## src/rtl/string_dispatcher.sv

```systemverilog
// string_dispatcher: sequences a row of NUM character PEs for sliding-window
// string matching. The pattern is streamed in and programmed into the PEs.
// The text is then streamed through the same window. Every full window gets
// a CMP, and the PE equal flags are reduced into a match pulse carrying the
// window start index.
//
// state | meaning
// ------+-----------------------------------------------------------
// IDLE  | waiting for start; a bad pat_len raises cfg_err
// CLRS  | CLR driven on the enabled PEs for one cycle
// LOAD  | pattern characters shifted into the window (pat_ready = 1)
// PROG  | LOAD opcode driven for one cycle; PEs latch their pattern char
// RUN   | text characters shifted in (txt_ready = 1); CMP per full window
// DRAIN | finish the in-flight CMP and result evaluation
// DONE  | done pulse, then back to IDLE
module string_dispatcher #(
    parameter int DWIDTH = 8,
    parameter int NUM    = 16,
    parameter int LW     = 5
) (
    input  logic                  clk,
    input  logic                  rst_n,
    input  logic                  start,
    input  logic [LW-1:0]         pat_len,
    input  logic                  pat_valid,
    output logic                  pat_ready,
    input  logic [DWIDTH-1:0]     pat_data,
    input  logic                  txt_valid,
    output logic                  txt_ready,
    input  logic [DWIDTH-1:0]     txt_data,
    input  logic                  txt_last,
    output logic [NUM*DWIDTH-1:0] str_arr,
    output logic [2*NUM-1:0]      ALU,
    output logic [NUM-1:0]        en,
    input  logic [NUM-1:0]        result_from_pe,
    output logic                  match_valid,
    output logic [15:0]           match_pos,
    output logic                  done,
    output logic                  busy,
    output logic                  cfg_err
);

    localparam logic [1:0] OP_NOP  = 2'b00;
    localparam logic [1:0] OP_LOAD = 2'b01;
    localparam logic [1:0] OP_CMP  = 2'b10;
    localparam logic [1:0] OP_CLR  = 2'b11;

    typedef enum logic [2:0] {
        IDLE, CLRS, LOAD, PROG, RUN, DRAIN, DONE
    } state_t;

    state_t                  r_state;
    logic [LW-1:0]           r_len;
    logic [LW-1:0]           r_fill;
    logic [15:0]             r_pos;
    logic [NUM*DWIDTH-1:0]   r_str;
    logic [2*NUM-1:0]        r_alu;
    logic [NUM-1:0]          r_en;
    logic                    r_match_valid;
    logic [15:0]             r_match_pos;
    logic                    r_done;
    logic                    r_cfg_err;
    // r_cmp: CMP on the bus this cycle; r_eval: PE flags valid this cycle
    logic                    r_cmp;
    logic [15:0]             r_cmp_idx;
    logic                    r_eval;
    logic [15:0]             r_eval_idx;

    logic [NUM-1:0]          w_en_new;
    logic                    w_len_ok;
    logic                    w_pat_xfer;
    logic                    w_txt_xfer;
    logic [DWIDTH-1:0]       w_char;
    logic [NUM*DWIDTH-1:0]   w_up;
    logic [NUM*DWIDTH-1:0]   w_shift;
    logic                    w_full_next;
    logic                    w_hit;

    // Opcode vector with op on every PE selected by mask, NOP elsewhere.
    function automatic logic [2*NUM-1:0] f_ops(input logic [NUM-1:0] mask,
                                               input logic [1:0]     op);
        logic [2*NUM-1:0] v;
        v = '0;
        for (int k = 0; k < NUM; k++) begin
            v[2*k +: 2] = mask[k] ? op : OP_NOP;
        end
        return v;
    endfunction

    assign w_len_ok   = (pat_len != '0) && (int'(pat_len) <= NUM);
    assign w_pat_xfer = (r_state == LOAD) && pat_valid;
    assign w_txt_xfer = (r_state == RUN) && txt_valid;
    assign w_char     = (r_state == LOAD) ? pat_data : txt_data;
    assign w_up       = r_str >> DWIDTH;
    // A transfer leaves the window full if it already was, or this one fills it.
    assign w_full_next = (r_fill == r_len) || ((r_fill + LW'(1)) == r_len);
    // Disabled PEs are treated as agreeing so they never veto a match.
    assign w_hit      = &(result_from_pe | ~r_en);

    // Enable mask that a start with the current pat_len would latch.
    always_comb begin
        w_en_new = '0;
        for (int k = 0; k < NUM; k++) begin
            w_en_new[k] = (k < int'(pat_len));
        end
    end

    // Next window contents: shift toward slot 0, new char into slot L-1, zero above.
    always_comb begin
        w_shift = '0;
        for (int k = 0; k < NUM; k++) begin
            if (k == int'(r_len) - 1) begin
                w_shift[k*DWIDTH +: DWIDTH] = w_char;
            end else if (k < int'(r_len) - 1) begin
                w_shift[k*DWIDTH +: DWIDTH] = w_up[k*DWIDTH +: DWIDTH];
            end
        end
    end

    // Sequencer FSM with registered outputs and the CMP/evaluate pipeline.
    always_ff @(posedge clk or negedge rst_n) begin
        if (!rst_n) begin
            r_state       <= IDLE;
            r_len         <= '0;
            r_fill        <= '0;
            r_pos         <= '0;
            r_str         <= '0;
            r_alu         <= '0;
            r_en          <= '0;
            r_match_valid <= 1'b0;
            r_match_pos   <= '0;
            r_done        <= 1'b0;
            r_cfg_err     <= 1'b0;
            r_cmp         <= 1'b0;
            r_cmp_idx     <= '0;
            r_eval        <= 1'b0;
            r_eval_idx    <= '0;
        end else begin
            r_alu         <= '0;
            r_match_valid <= 1'b0;
            r_done        <= 1'b0;
            r_cfg_err     <= 1'b0;
            r_cmp         <= 1'b0;
            r_eval        <= r_cmp;
            r_eval_idx    <= r_cmp_idx;

            if (r_eval && w_hit) begin
                r_match_valid <= 1'b1;
                r_match_pos   <= r_eval_idx;
            end

            case (r_state)
                IDLE: begin
                    if (start) begin
                        if (w_len_ok) begin
                            r_len   <= pat_len;
                            r_en    <= w_en_new;
                            r_str   <= '0;
                            r_fill  <= '0;
                            r_pos   <= '0;
                            r_alu   <= f_ops(w_en_new, OP_CLR);
                            r_state <= CLRS;
                        end else begin
                            r_cfg_err <= 1'b1;
                        end
                    end
                end
                CLRS: begin
                    r_state <= LOAD;
                end
                LOAD: begin
                    if (w_pat_xfer) begin
                        r_str  <= w_shift;
                        r_fill <= r_fill + LW'(1);
                        if ((r_fill + LW'(1)) == r_len) begin
                            r_alu   <= f_ops(r_en, OP_LOAD);
                            r_state <= PROG;
                        end
                    end
                end
                PROG: begin
                    r_fill  <= '0;
                    r_state <= RUN;
                end
                RUN: begin
                    if (w_txt_xfer) begin
                        r_str <= w_shift;
                        r_pos <= r_pos + 16'd1;
                        if (r_fill != r_len) begin
                            r_fill <= r_fill + LW'(1);
                        end
                        if (w_full_next) begin
                            r_alu     <= f_ops(r_en, OP_CMP);
                            r_cmp     <= 1'b1;
                            r_cmp_idx <= r_pos + 16'd1 - 16'(r_len);
                        end
                        if (txt_last) begin
                            r_state <= DRAIN;
                        end
                    end
                end
                DRAIN: begin
                    if (!r_cmp && !r_eval) begin
                        r_done  <= 1'b1;
                        r_state <= DONE;
                    end
                end
                DONE: begin
                    r_state <= IDLE;
                end
                default: begin
                    r_state <= IDLE;
                end
            endcase
        end
    end

    assign pat_ready   = (r_state == LOAD);
    assign txt_ready   = (r_state == RUN);
    assign busy        = (r_state != IDLE);
    assign str_arr     = r_str;
    assign ALU         = r_alu;
    assign en          = r_en;
    assign match_valid = r_match_valid;
    assign match_pos   = r_match_pos;
    assign done        = r_done;
    assign cfg_err     = r_cfg_err;

endmodule

```

## config.mk

```make
export PLATFORM = sky130hd
export DESIGN_NAME = string_dispatcher
export DESIGN_NICKNAME = d
export VERILOG_FILES = /design/src/rtl/string_dispatcher.sv
export SDC_FILE = /design/constraint.sdc
export NUM_CORES = 1
export LEC_CHECK = 0
export ABC_AREA = 1
export CORE_ASPECT_RATIO = 1.2
export CORE_MARGIN = 8
export CORE_UTILIZATION = 49
export CTS_BUF_LIST = sky130_fd_sc_hd__clkbuf_4 sky130_fd_sc_hd__clkbuf_8
export DETAILED_ROUTE_END_ITERATION = 7
export PLACE_DENSITY = 0.85
export RECOVER_POWER = 50
export SYNTH_ARGS = -nofsm -noshare
export SYNTH_HDL_FRONTEND = slang
export SYNTH_SLANG_ARGS = --single-unit
export TNS_END_PERCENT = 50
```

## constraint.sdc

```tcl
create_clock -name clk -period 3 [get_ports clk]
set_clock_uncertainty 0.1 [all_clocks]
set_input_delay 0.45 -clock clk [delete_from_list [all_inputs] [get_ports clk]]
set_output_delay 0.45 -clock clk [all_outputs]
set_load 0.02 [all_outputs]
```

==> reports/results.tsv, run 1 <==
metric	value	unit
boundaryPins	241	
cts_sinks	257	
die_h	192	um
netlist.area_leader.share	50.8	%
netlist_top_cells_count	nand2_1 (628), dfrtp_1 (257), inv_1 (117), o21ai_0 (113), nand3_1 (112)	
multiInputGateArea	5440	um^2
antenna_cells	0	
initial_core_util	49.7	%
setup_slack	0.230	ns
r2r-start	r_pos[0]$_DFFE_PN0P_	
synthArstFlopShare	100	%
crit_start	r_pos[0]$_DFFE_PN0P_	
ys_seq_elements	257	
synth_cell_types	39	
htreeDepth	2	
ys_warn_count	0	
synth_nets	1656	
finalCritPeriodShare	92.3	%
fin_cells	2214	
slew_viol_final	0	
avgSynthCellArea	7.91	um^2
cpMostUsedCell	nand2_1	
synth.most_common_cell	nand2_1	
critPathCaptureType	register	
setup_viol	0	
crit_path_cell_trace	ha_1 -> nand2_1 -> nor2_1 -> xor2_1 -> inv_1 -> ha_1 -> nand2_1 -> a21oi_1 -> nor3_2 -> buf_4 -> nand3_1 -> buf_4 -> inv_1 -> nand4_1 -> nand3_1 -> nand2_1	
clock.fmax	0.361	GHz
min_period	2.77	ns
r2r_cells	16	
synth_edf_count	0	
crit_path_end	r_cmp_idx[15]$_DFFE_PN0P_	
wl_per_cell	17.6	um
final_core_util	64.1	%
antenna_found_initial	0	
grt.total_usage	24.6	%
firstDrtPassIters	6	
final_nets	1910	
numPortBuffers	240	
place_hpwl	28000	um
cp_num_cells	16	
critPathKind	reg -> reg	
synth_area_leader_cell	dfrtp_1	
placedCellCount	2141	
core	25500	um^2
worstReg2RegEnd	r_cmp_idx[15]$_DFFE_PN0P_	
status	finished, final reports clean	
powerDensity	925	nW/um^2
p_leak	8.56	nW
clk_pin_slew	0.07	ns
path_buf_inv	4	
overflow	0	
cp_top_family	simple AND/OR/NAND/NOR gates	
cts-root-buf	clkbuf_8	
grt_pass1_wl	62700	um
syn_to_final_growth	28.9	%
maxSlewHeadroom	11.7	%
cts_buffers	41	
vias	12116	
std_cell_rows	64	
final.fill_count	2095	
dp_slack	0.178	ns
drt_iter0_drc	923	
drtAntennaViolNets	0	
die_area	31300	um^2
drc	0	
regArea	6430	um^2
critPathSlowestCell	dfrtp_2	
die_w	163	um
grt_max_degree	129	
hp-class	reg -> reg	
r2r_setup_slack	0.23	ns
clk_latency	0.54	ns
ys.flop_type	dfrtp_1	
cp.required	3.31	ns
critPathMaxFanout	6	
grt_pass1_vias	11930	
wirelength	38900	um
synthTopCellsByArea	dfrtp_1 (51%), nand2_1 (19%), o21ai_0 (4.5%)	
slowest_delay	0.41	ns
postSynthCellCount	1602	
routed_via_density	5.47	
critPathLaunchType	register	
max-clock-path-buffers	3	
drv_cap	0	
netlist_area	12700	um^2
gp_congestion	0.920	
hold_violations	0	
cts_tree	done	
total_power	15.1	mW
drive_gt1_share	7.75	%
arrival	3.08	ns
seq_area_frac_synth	50.8	%
peakVddDrop	849	uV
worstMarginPinSlew	1.32	ns
finalSetupTns	0	ns
## worst reg2reg max path, stage by stage, from the launching register on
cell     delay [ns]
dfrtp_2        0.41
ha_1           0.18
nand2_1        0.06
nor2_1         0.15
xor2_1         0.22
inv_1          0.07
ha_1           0.33
nand2_1        0.10
a21oi_1        0.05
nor3_2         0.17
buf_4          0.17
nand3_1        0.14
buf_4          0.18
inv_1          0.06
nand4_1        0.09
nand3_1        0.11
nand2_1        0.06
## sequential cells by signal (all words and copies together), names as in the netlist, 3 cells and up
register,count
str_arr,128
r_fill,5
r_cmp_idx,16
match_pos,16
r_len,5
en,15
r_eval_idx,16
r_state,3
ALU,32
r_pos,16
## cell families (layout without fill, tap and decap cells)
logic type	Yosys count	after routing	share of synthesized area (%)
AOI/OAI and AO/OA	258	258	11.8
xor gates and xnor gates	22	22	1.64
adders and majority gates	11	11	1.15
buffers and inverters	197	479	6.39
DFF	257	257	50.8
and+or+nand+nor	857	857	28.2
## per-stage QoR
stage | hold WS, ns | area [um^2]
after global routing | 0.287 | 16300
after floorplan | 0.0544 | 12700
after global placement | 0.260 | 15500
after CTS | 0.273 | 16400
after detailed placement | 0.260 | 15500
final | 0.275 | 16300
## area by class of cell
cell class	count	area share (%)
clock buffers	69	5.20
clock inverters	2	0.0766
inverters	125	2.87
multi-input cells	1148	33.3
flip-flops and latches	257	39.4
well taps	330	2.53
repair buffers	283	16.6
## layout by cell type, fill, tap and decap left out, types with 3 or more instances in the layout
master	synthesis	routed
a21boi_0	7	7
dlygate4sd3_1	0	48
clkinv_1	3	4
xor2_1	12	12
buf_4	5	28
clkbuf_8	0	53
clkdlybuf4s50_1	0	192
nand4_1	22	22
nor3_1	6	6
ha_1	10	10
inv_2	5	5
nand2_1	628	628
or2_2	5	5
nor4_1	3	3
clkbuf_1	31	9
nor2_4	8	10
o22ai_1	18	18
o21ai_0	113	105
nand3_1	112	112
nor2_1	55	53
inv_1	117	116
o21ai_1	30	38
xnor2_1	8	8
clkbuf_4	0	18
a21oi_1	23	23
nor2_2	7	7
o211ai_1	60	60
dfrtp_1	257	256
nand2_2	6	5
## repair_timing
item / 4_1_cts / 5_1_grt
hold endpoints to repair: 84 / 0
hold buffers: 1 / 0
gates resized for setup: 0 / 4
buffers inserted: 0 / 1
endpoints found under the setup margin: 0 / 4
## report_power, final
part           switching, mW  internal, mW
clock network           1.36          1.77
logic                   4.85          2.28
registers              0.603          4.24
total                   6.82          8.29
## routing by layer
layer	global-route usage, %	vias to the layer above	part of all wire (%)
li1	-	5732	-
met1	29.9	5666	39
met2	41.1	587	47
met3	5.75	131	9.1
met4	11.3	0	4.2
met5	0	-	0
## how the worst min path moves through the flow
stage                         startpoint                       end  slack, ns  depth (start not counted)
2_1_floorplan                      rst_n          ALU[0]$_DFF_PN0_       0.05                          0
3_3_place_gp    r_cmp_idx[7]$_DFFE_PN0P_   r_eval_idx[7]$_DFF_PN0_       0.26                          0
3_5_place_dp   r_cmp_idx[11]$_DFFE_PN0P_  r_eval_idx[11]$_DFF_PN0_       0.26                          0
4_1_cts         r_cmp_idx[3]$_DFFE_PN0P_   r_eval_idx[3]$_DFF_PN0_       0.27                          0
5_1_grt         r_cmp_idx[9]$_DFFE_PN0P_   r_eval_idx[9]$_DFF_PN0_       0.29                          0
6_report        r_cmp_idx[3]$_DFFE_PN0P_   r_eval_idx[3]$_DFF_PN0_       0.27                          0
(Power assumes the default switching activity.)
==> inputs of run 2 (changes only) <==
--- a/config.mk
+++ b/config.mk
@@ -6,6 +6,7 @@
 export NUM_CORES = 1
 export LEC_CHECK = 0
 export ABC_AREA = 1
+export CAP_MARGIN = 25
 export CORE_ASPECT_RATIO = 1.2
 export CORE_MARGIN = 8
 export CORE_UTILIZATION = 49
==> results of run 2 <==
No change in the layout: final DEF, timing and power equal those of run 1.
==> inputs of run 3 (changes only) <==
--- a/config.mk
+++ b/config.mk
@@ -8,7 +8,7 @@
 export ABC_AREA = 1
 export CAP_MARGIN = 25
 export CORE_ASPECT_RATIO = 1.2
-export CORE_MARGIN = 8
+export CORE_MARGIN = 4
 export CORE_UTILIZATION = 49
 export CTS_BUF_LIST = sky130_fd_sc_hd__clkbuf_4 sky130_fd_sc_hd__clkbuf_8
 export DETAILED_ROUTE_END_ITERATION = 7
==> run 3 against run 2 <==
Net effect:
- the flow now finishes with violations (max-capacitance violations, max-slew violations)
- sequential power about the same
- sequential cell count unchanged
- hold slack got worse by 0.0080 ns
- critical path depth down 2
- register-to-register slack about the same
- clock power rose by 12%
- utilization up 0.49 points
- total power is 2.3% higher
- setup slack worse by 0.0015 ns
- sequential share of layout area shrank 0.30 points
==> reports/results.tsv, run 3 (synthesized netlist as in run 1, its figures left out) <==
metric	value	unit	change
status	finished with violations		
violations	max-capacitance violations, max-slew violations		
grtUsageMet3	5.47	%	-0.27 points
wirelength	38200	um	-1.7%
peakVddDrop	714	uV	-16%
final_cell_mix	nand2_1 (628), dfrtp_1 (257), clkdlybuf4s50_1 (189), inv_1 (116), nand3_1 (112)		
numPortBuffers	240		unchanged
finalSetupTns	0	ns	unchanged
cpMostUsedCell	nand2_1		
min_period	2.77	ns	+0.00151 ns
dp_slack	0.186	ns	+0.00803 ns
slowest_delay	0.45	ns	+0.04 ns
wl_per_cell	17.3	um	-1.8%
drt_iter0_drc	1116		+21%
overflow	0		unchanged
dpl_cell_area	15500	um^2	about the same
clock.fmax	0.361	GHz	about the same
drc	0		unchanged
core	25500	um^2	unchanged
hold_violations	0		unchanged
finalCritPeriodShare	92.4	%	about the same
final.fill_count	2092		-0.14%
place_hpwl	27200	um	-3.1%
grtUsageMet2	46.7	%	+5.7 points
worstMarginPinSlew	1.55	ns	+0.222 ns
maxSlewHeadroom	-3.06	%	-15 points
busiest_layer	met2		
syn_to_final_growth	29.9	%	
critPathMaxFanout	6		unchanged
cts-root-buf	clkbuf_8		
placedCellCount	2141		unchanged
grt_use_met1	33.3	%	+3.4 points
fin_area	16500	um^2	+0.76%
initial_core_util	49.7	%	unchanged
final_nets	1910		unchanged
die_area	28500	um^2	-8.9%
grt_pass1_vias	12109		+1.5%
arrival	3.07	ns	about the same
cts_tree	done		
fin_cells	2215		+0.045%
hp-class	reg -> reg		
whs	0.267	ns	-0.00799 ns
drv_cap	1		+1
setup_slack	0.229	ns	-0.00151 ns
drive_gt1_share	7.85	%	+0.10 points
cts_buffers	42		+2.4%
antenna_cells	0		unchanged
grt_pass1_wl	62700	um	about the same
grt_max_degree	129		unchanged
boundaryPins	241		unchanged
die_w	155	um	-4.9%
p_leak	8.62	nW	+0.74%
critPathCaptureType	register		
grt.total_usage	26.8	%	+2.1 points
std_cell_rows	64		unchanged
slew_viol_final	113		+113
cts_sinks	257		unchanged
clk_latency	0.53	ns	about the same
die_h	184	um	-4.2%
total_power	15.5	mW	+2.3%
final_core_util	64.6	%	+0.49 points
cp.required	3.30	ns	about the same
clk_pin_slew	0.07	ns	about the same
critPathSlowestCell	dfrtp_1		
htreeDepth	2		unchanged
powerDensity	940	nW/um^2	+1.6%
antenna_found_initial	0		unchanged
routed_via_density	5.52		+0.95%
largest_reg_flops	128		unchanged
crit_path_cell_trace	ha_1 -> nand2_1 -> nor2_1 -> xor2_1 -> inv_1 -> ha_1 -> nand2_1 -> a21oi_1 -> nor3_2 -> nand3_1 -> nor2_2 -> nand4_1 -> nand3_1 -> nand2_1		
gp_congestion	0.961		+4.4%
firstDrtPassIters	7		+1
max-clock-path-buffers	3		unchanged
critPathLaunchType	register		
setup_viol	0		unchanged
grt_setup_unrepaired	no		
vias	12237		+1.0%
final_common_cell	nand2_1		
drtAntennaViolNets	0		unchanged
critPathKind	reg -> reg		
post_cts_buffers	0		unchanged
run 3: final cells by class:
type                       instances  area (um^2)  share of cell area, %
clock buffer                      60          776                   4.72
inverter                         125          469                   2.85
sequential                       257         6430                   39.1
tap                              330          413                   2.51
clock inverter                    13          195                   1.19
timing repair buffer             282         2740                   16.6
multi-input combinational       1148         5430                   33.0
run 3: power by group:
| part | internal, mW | total [mW] | switching [mW] |
|---|---|---|---|
| logic | 2.29 | 7.11 | 4.82 |
| clock network | 2.10 | 3.50 | 1.41 |
| registers | 4.24 | 4.85 | 0.607 |
run 3: worst paths after layout:
kind,slack (ns),end,start,cells past startpoint
min,0.27,r_eval_idx[2]$_DFF_PN0_,r_cmp_idx[2]$_DFFE_PN0P_,0
max reg2reg,0.23,r_cmp_idx[11]$_DFFE_PN0P_,r_pos[0]$_DFFE_PN0P_,14
max in group asynchronous,0.58,r_eval_idx[15]$_DFF_PN0_,rst_n,3
max,0.23,r_cmp_idx[11]$_DFFE_PN0P_,r_pos[0]$_DFFE_PN0P_,14
min reg2reg,0.27,r_eval_idx[2]$_DFF_PN0_,r_cmp_idx[2]$_DFFE_PN0P_,0
min in group asynchronous,0.29,str_arr[7]$_DFFE_PN0P_,rst_n,2
run 3: critical path, delay by kind of cell (launching register included):
kind                     cells  cell delay [ns]
buffers and inverters        1             0.08
adder cells (fa/ha/maj)      2             0.54
flip-flops                   1             0.45
AND/OR/NAND/NOR              9             1.21
XOR/XNOR                     1             0.21
AO/OA/AOI/OAI                1             0.06
run 3: layer usage:
| metal | routed length, um | share of wire [%] |
|---|---|---|
| met1 | 14800 | 39 |
| met2 | 18800 | 49 |
| met3 | 3220 | 8.4 |
| met4 | 1370 | 3.6 |
| met5 | 0 | 0 |
run 3: timing repair:
item,in CTS,in global routing
resized for setup,0,2
setup endpoints to repair,0,3
hold buffers,1,0
endpoints found under the hold margin,37,0
